`src/rtl/line_buffer_ctrl.sv`:
```
// rtl/line_buffer_ctrl.sv - write/read sequencer for the four spatial-filter line buffers
// Optional sticky drop flag o_overflow is enabled by LB_CTRL_OVERFLOW_FLAG_EN.
module line_buffer_ctrl #(
  parameter int IMAGE_WIDTH = 512,
  parameter int NUM_LB      = 4
) (
  input  logic                      axis_clk,
  input  logic                      axis_reset,
  input  logic                      i_s_data_valid,
  output logic                      o_s_ready,
  output logic [NUM_LB-1:0]         o_lb_wr_en,
  input  logic                      i_m_ready,
  output logic [NUM_LB-1:0]         o_lb_rd_en,
  output logic [$clog2(NUM_LB)-1:0] o_rd_sel,
  output logic                      o_window_valid,
  output logic                      o_intr
`ifdef LB_CTRL_OVERFLOW_FLAG_EN
  ,
  output logic                      o_overflow
`endif
);

  localparam int              CNT_W        = $clog2(IMAGE_WIDTH);
  localparam int              SEL_W        = $clog2(NUM_LB);
  localparam logic [CNT_W-1:0] PIX_LAST    = CNT_W'(IMAGE_WIDTH - 1);
  localparam logic [2:0]      FILL_FULL    = 3'(NUM_LB);
  localparam logic [2:0]      WINDOW_LINES = 3'd3;

  typedef enum logic {
    IDLE,
    READ
  } rd_state_t;

  rd_state_t          state, state_nxt;
  logic [CNT_W-1:0]   wr_pix_cnt, rd_pix_cnt;
  logic [SEL_W-1:0]   wr_sel, rd_sel;
  logic [2:0]         fill_cnt;
  logic [NUM_LB-1:0]  rd_mask;
  logic               wr_accept, wr_line_done;
  logic               rd_beat, rd_line_done;

  assign o_s_ready    = (fill_cnt < FILL_FULL);
  assign wr_accept    = i_s_data_valid && o_s_ready;
  assign wr_line_done = wr_accept && (wr_pix_cnt == PIX_LAST);
  assign o_lb_wr_en   = {{(NUM_LB-1){1'b0}}, wr_accept} << wr_sel;
  assign o_lb_rd_en   = rd_beat ? rd_mask : '0;
  assign o_rd_sel     = rd_sel;

  // The window is the three consecutive buffers starting at rd_sel, wrapping mod NUM_LB.
  always_comb begin
    rd_mask = '0;
    for (int i = 0; i < 3; i++) begin
      rd_mask[SEL_W'(rd_sel + SEL_W'(i))] = 1'b1;
    end
  end

  always_comb begin
    state_nxt    = state;
    rd_beat      = 1'b0;
    rd_line_done = 1'b0;
    case (state)
      IDLE: begin
        if (fill_cnt >= WINDOW_LINES) state_nxt = READ;
      end
      READ: begin
        if (i_m_ready) begin
          rd_beat = 1'b1;
          if (rd_pix_cnt == PIX_LAST) begin
            rd_line_done = 1'b1;
            state_nxt    = IDLE;
          end
        end
      end
      default: state_nxt = IDLE;
    endcase
  end

  always_ff @(posedge axis_clk) begin
    if (axis_reset) begin
      state          <= IDLE;
      wr_pix_cnt     <= '0;
      rd_pix_cnt     <= '0;
      wr_sel         <= '0;
      rd_sel         <= '0;
      fill_cnt       <= '0;
      o_window_valid <= 1'b0;
      o_intr         <= 1'b0;
    end else begin
      state          <= state_nxt;
      o_window_valid <= rd_beat;
      o_intr         <= rd_line_done;

      if (wr_accept) begin
        if (wr_line_done) begin
          wr_pix_cnt <= '0;
          wr_sel     <= wr_sel + SEL_W'(1);
        end else begin
          wr_pix_cnt <= wr_pix_cnt + CNT_W'(1);
        end
      end

      if (rd_beat) begin
        if (rd_line_done) begin
          rd_pix_cnt <= '0;
          rd_sel     <= rd_sel + SEL_W'(1);
        end else begin
          rd_pix_cnt <= rd_pix_cnt + CNT_W'(1);
        end
      end

      // A line entering and a line leaving on the same edge cancel out.
      case ({wr_line_done, rd_line_done})
        2'b10:   fill_cnt <= fill_cnt + 3'd1;
        2'b01:   fill_cnt <= fill_cnt - 3'd1;
        default: fill_cnt <= fill_cnt;
      endcase
    end
  end

`ifdef LB_CTRL_OVERFLOW_FLAG_EN
  always_ff @(posedge axis_clk) begin
    if (axis_reset) begin
      o_overflow <= 1'b0;
    end else if (i_s_data_valid && !o_s_ready) begin
      o_overflow <= 1'b1;
    end
  end
`endif

  // The write pointer always leads the read pointer by exactly the stored line count,
  // which keeps the buffer being written out of the active window.
  a_sel_gap: assert property (@(posedge axis_clk) disable iff (axis_reset)
    SEL_W'(wr_sel - rd_sel) == fill_cnt[SEL_W-1:0]);

  a_fill_range: assert property (@(posedge axis_clk) disable iff (axis_reset)
    fill_cnt <= FILL_FULL);

endmodule

```
`config.mk`:
```
export PLATFORM = sky130hd
export DESIGN_NAME = line_buffer_ctrl
export DESIGN_NICKNAME = d
export VERILOG_FILES = /design/src/rtl/line_buffer_ctrl.sv
export SDC_FILE = /design/constraint.sdc
export NUM_CORES = 1
export LEC_CHECK = 0
export ABC_AREA = 1
export BUFFER_PORTS_ARGS = -buffer_cell sky130_fd_sc_hd__buf_2
export CAP_MARGIN = 20
export CORE_UTILIZATION = 56
export DETAILED_ROUTE_END_ITERATION = 10
export PLACE_DENSITY_LB_ADDON = 0.05
export RECOVER_POWER = 50
export SLEW_MARGIN = 20
export SYNTH_ARGS = -nofsm -noshare
export SYNTH_HDL_FRONTEND = slang
export SYNTH_SLANG_ARGS = --single-unit
```
`constraint.sdc`:
```
create_clock -name axis_clk -period 2.5 [get_ports axis_clk]
set_input_delay 0.125 -clock axis_clk [delete_from_list [all_inputs] [get_ports axis_clk]]
set_output_delay 0.125 -clock axis_clk [all_outputs]
set_load 0.01 [all_outputs]
```
# Yosys cells after proc, flatten, opt, wreduce, memory -nomap -nowiden
# Cells that the tools add are included.
# totals
register_bits	28
inputBits	4
output_inout_bits	13
word_cells	58
# classes
addsub	7
order_cmp	8
eq_ne	4
shifts	1
muxes	19
bitwise_logic	3
n_reduce_logical	8
# ops
operator	count
$add 9x1->9 const B	2
$eq 9x9->1 const B	2
$mux 9	2
$mux 1	11
$lt 2x3->1 const B	3
$or 4x4->4	2
$demux 1 s2	3
$ge 2x1->1 const B	3
$pmux 3 s2	1
$logic_and 1x1->1	5
$add 2x1->2 const B	2
$mux 4	1
$reduce_and 2->1	2
$shl 1x2->4	1
$add 3x1->3 const B	1
$ge 3x2->1 const B	1
$lt 3x3->1 const B	1
$sub 3x1->3 const B	1
$add 2x2->2 const B	1
$eq 2x1->1 const B	1
$eq 2x2->1 const B	1
$pmux 1 s2	1
$reduce_bool 2->1	1
$not 1->1	1

# Longest topological paths before layout
# depth
word_depth	8
depth_mapped	15
mapped_depth_nobuf	15

# Least setup slack after synthesis
# Ideal clock, no wire load.
# synth_path
kind	reg2reg
startpoint	register rd_pix_cnt[0]
endpoint	register fill_cnt[2]
setup_time_ns	0.113
arrival_ns	2.095
t_required_ns	2.387
setup_slack_ns	0.292
path_stages_with_launch	16
path_buffers	0
period_less_slack_ns	2.208
cell_sequence	dfxtp_1 -> ha_1 -> nand2_1 -> nor4b_1 -> ha_1 -> inv_1 -> nor2_1 -> ha_1 -> inv_1 -> fa_1 -> nor2_1 -> nor2_1 -> nand2_1 -> nand2_1 -> nand2_1 -> nor2_1
# synth_between
elab_chain_cells	6
elab_cells_between_ends	8
cone_classes	3 x eq/ne; 4 x mux; 1 x reduce/logical
# synth_lines
element	line	source
start, declared	35	logic [CNT_W-1:0] wr_pix_cnt, rd_pix_cnt;
start signal, assigned	107	rd_pix_cnt <= rd_pix_cnt + CNT_W'(1);
$eq 9x9->1 (*)	68	if (rd_pix_cnt == PIX_LAST) begin
$mux 1 (*)	68	
$mux 1 (*)	66	if (i_m_ready) begin
$mux 1 (*)	61	case (state)
net rd_line_done	40	logic rd_beat, rd_line_done;
$eq 2x1->1 / $eq 2x2->1 (equally long branches)	112	case ({wr_line_done, rd_line_done})
$pmux 3 s2 / $reduce_bool 2->1 (equally long branches)	-	
end signal, assigned	113	2'b10: fill_cnt <= fill_cnt + 3'd1;
end signal, assigned	114	2'b01: fill_cnt <= fill_cnt - 3'd1;
end signal, assigned	115	default: fill_cnt <= fill_cnt;
end, declared	37	logic [2:0] fill_cnt;
# The timed path passes the listed nets; every way through them passes the cells marked *.
# A chain may end at the register's enable or synchronous reset.

# Final worst setup path
# Same ends and word-level chain as after synthesis.

==> flow_metrics.py <==
metrics = {
    "status": {
        "status": "complete, no violations",
    },
    "route": {
        "post_drt_wl_per_cell_um": 10.7,
        "vias_per_cell": 5.14,
        "drt_wl_total_mm": 2.44,
        "dr.pass1.iters": 4,
        "dr_total_vias": 1171,
        "drt_iter0_drc": 24,
        "drc": 0,
        "postRouteAntennaNets": 0,
    },
    "die": {
        "core_um2": 2250,
        "rows": 17,
        "die_x_um": 51.1,
        "dieArea_um2": 2620,
        "start_util": 0.600,
        "die_y_um": 51.1,
        "io_pins": 17,
    },
    "layout": {
        "nets": 215,
        "syn2layout_area_growth_pct": 11.2,
        "final_util": 0.667,
        "drive_gt1_frac": 0.115,
        "fillers": 216,
        "final_design_area_no_fill_um2": 1500,
        "stdcell_count": 228,
        "antenna_cells": 0,
    },
    "clock_tree": {
        "cts.sinks": 28,
        "post-cts-setup-buffers": 0,
        "cts_buffers": 3,
        "clkTransAtPathRegs_ns": 0.16,
        "clk_latency_ns": 0.33,
        "htree_levels": 1,
        "cts_tree": "built",
        "ctsLongestPathBuffers": 2,
        "clockRootBuffer": "clkbuf_4",
    },
    "placement": {
        "place_inst": 223,
        "io_buffer_count": 16,
        "dpl.hpwl_mm": 1.82,
        "routabilityCongestion": 0.776,
        "placed_cell_area_um2": 1460,
    },
    "sta": {
        "final_hold_viol_count": 0,
        "setup_viol": 0,
        "fmax_mhz": 429,
        "tightest_slew_ns": 0.402,
        "drv_slew": 0,
        "slew_headroom": 0.731,
        "finalClockSkew_ns": 0.00846,
        "fin_crit_sh": 0.932,
        "final.min_clock_period_ns": 2.33,
        "finalSetupTns_ns": 0,
    },
    "setup_path": {
        "crit_type": "flip-flop to flip-flop",
        "cp.arrival_ns": 2.58,
        "r2r_start": "rd_pix_cnt[0]",
        "worstPathCellList": "ha_1 -> nand2_1 -> nor4b_2 -> ha_1 -> inv_1 -> nor2_2 -> ha_1 -> inv_1 -> fa_1 -> nor2_1 -> nor2_1 -> nand2_1 -> nand2_1 -> nand2_1 -> nor2_1",
        "required_ns": 2.75,
        "cp-end-kind": "flip-flop",
        "reg2reg_slack_ns": 0.17,
        "start_kind": "flip-flop",
        "critPathLaunch": "rd_pix_cnt[0]",
        "worstPathMaxFanout": 3,
        "cp_common_cell": "nand2_1",
        "slowest_stage": "fa_1",
        "slowest_delay_ns": 0.38,
    },
    "synth": {
        "synth_cell_types": 27,
        "ys.flop_type": "dfxtp_1",
        "ys_seq_area_frac": 0.414,
        "avgSynthCellArea_um2": 7.47,
        "synth_area_um2": 1350,
        "synthArstFlopShare": 0,
        "ys_ff_latch": 28,
        "yosys_warnings": 0,
        "synthCells": 181,
        "mappedNetlistNets": 195,
        "synth_enable_flop_cells": 0,
    },
    "power": {
        "ir_drop_uv": 598,
        "leakage_uw": 0.000639,
        "power_density_nw_per_um2": 523,
    },
    "global_route": {
        "grt-ovfl-total": 0,
        "antenna_found_initial": 0,
        "grtUsageTotal": 0.218,
        "grt_pass1_vias": 994,
        "grt_max_degree": 17,
        "grt_pass1_wl_mm": 4.20,
    },
    "min_path": {
        "hold_class": "primary input to flip-flop",
        "timing.hold.worst.start": "i_m_ready",
    },
    "job": {
        "cap_violations": 0,
    },
}
## cell usage in the layout (no fill, tap or decap), types with 4 or more instances in the layout
cell,netlist,layout
nand2_1,31,34
nor2_1,32,31
dfxtp_1,28,26
inv_1,23,23
a21oi_1,12,12
nor3_1,9,10
clkbuf_1,0,10
ha_1,9,9
o21ai_0,6,6
buf_2,1,6
nor2_2,3,4
nand3_1,4,4
## layer usage
layer | routed length (um) | GRT usage | up-vias
met3 | 81 | 0.0357 | 6
met2 | 1090 | 0.336 | 32
li1 | - | - | 616
met5 | 0 | 0 | -
met1 | 1210 | 0.292 | 517
met4 | 66 | 0.111 | 0
## final timing paths
| path | to | depth (start not counted) |
|---|---|---|
| max | fill_cnt[2] | 15 |
| min | rd_pix_cnt[0] | 3 |
| max reg2reg | fill_cnt[2] | 15 |
| min reg2reg | rd_pix_cnt[2] | 2 |
## synthesized netlist by cell type (3+ instances only)
| master | number | area share |
|---|---|---|
| nor2_1 | 32 | 0.089 |
| nand2_1 | 31 | 0.086 |
| dfxtp_1 | 28 | 0.41 |
| inv_1 | 23 | 0.064 |
| a21oi_1 | 12 | 0.044 |
| ha_1 | 9 | 0.083 |
| nor3_1 | 9 | 0.033 |
| o21ai_0 | 6 | 0.022 |
| nand3_1 | 4 | 0.015 |
| inv_2 | 3 | 0.0083 |
| nand2_2 | 3 | 0.014 |
| nor2_2 | 3 | 0.014 |
## layout make-up
type	instances	area, um^2	area share
Clock inverter	1	30.0	0.0200
Clock buffer	3	22.5	0.0150
Timing Repair Buffer	17	77.6	0.0516
Tap cell	28	35.0	0.0233
Inverter	26	97.6	0.0649
Sequential cell	28	563	0.374
Multi-Input combinational cell	125	678	0.451
## state kept, by name (all words and copies together) (netlist names)
name	count
rd_pix_cnt	9
wr_pix_cnt	9
fill_cnt	3
o_rd_sel	2
wr_sel	2
o_intr	1
o_window_valid	1
state	1
## critical path: cells and delay by family (launching register included)
family / cells / cell delay, ns
adders and majority gates: 4 / 0.89
buffers and inverters: 2 / 0.11
and+or+nand+nor: 9 / 0.87
DFF: 1 / 0.37
## cells by family (layout without fill, tap and decap cells)
group | after synthesis | after routing | share of synthesized area
simple gates | 90 | 90 | 0.301
flops | 28 | 28 | 0.414
buf+inv | 28 | 47 | 0.0814
compound gates | 24 | 24 | 0.0990
fa+ha+maj | 10 | 10 | 0.0981
xor+xnor | 1 | 1 | 0.00648
## where the power goes
part           leakage, uW  internal (uW)  switching [uW]
logic             0.000383           11.4            20.6
registers         0.000227            451            3.25
clock network    0.0000279            162             138
## timing repair
item                                   in CTS  in global routing
hold buffers                                1                  0
setup endpoints to repair                   0                  1
endpoints found under the hold margin       2                  0
gates resized for setup                     0                  4
## through the flow
step                hold WS [ns]  worst slack [ns]  total power, uW
finish                     0.151             0.171              786
global route               0.146           -0.0289              815
CTS                        0.146            0.0874              794
detailed placement         0.343             0.110              496
global placement           0.329             0.204              494
floorplan                  0.194             0.292              486
No activity file was read; power rests on OpenSTA's default activity.
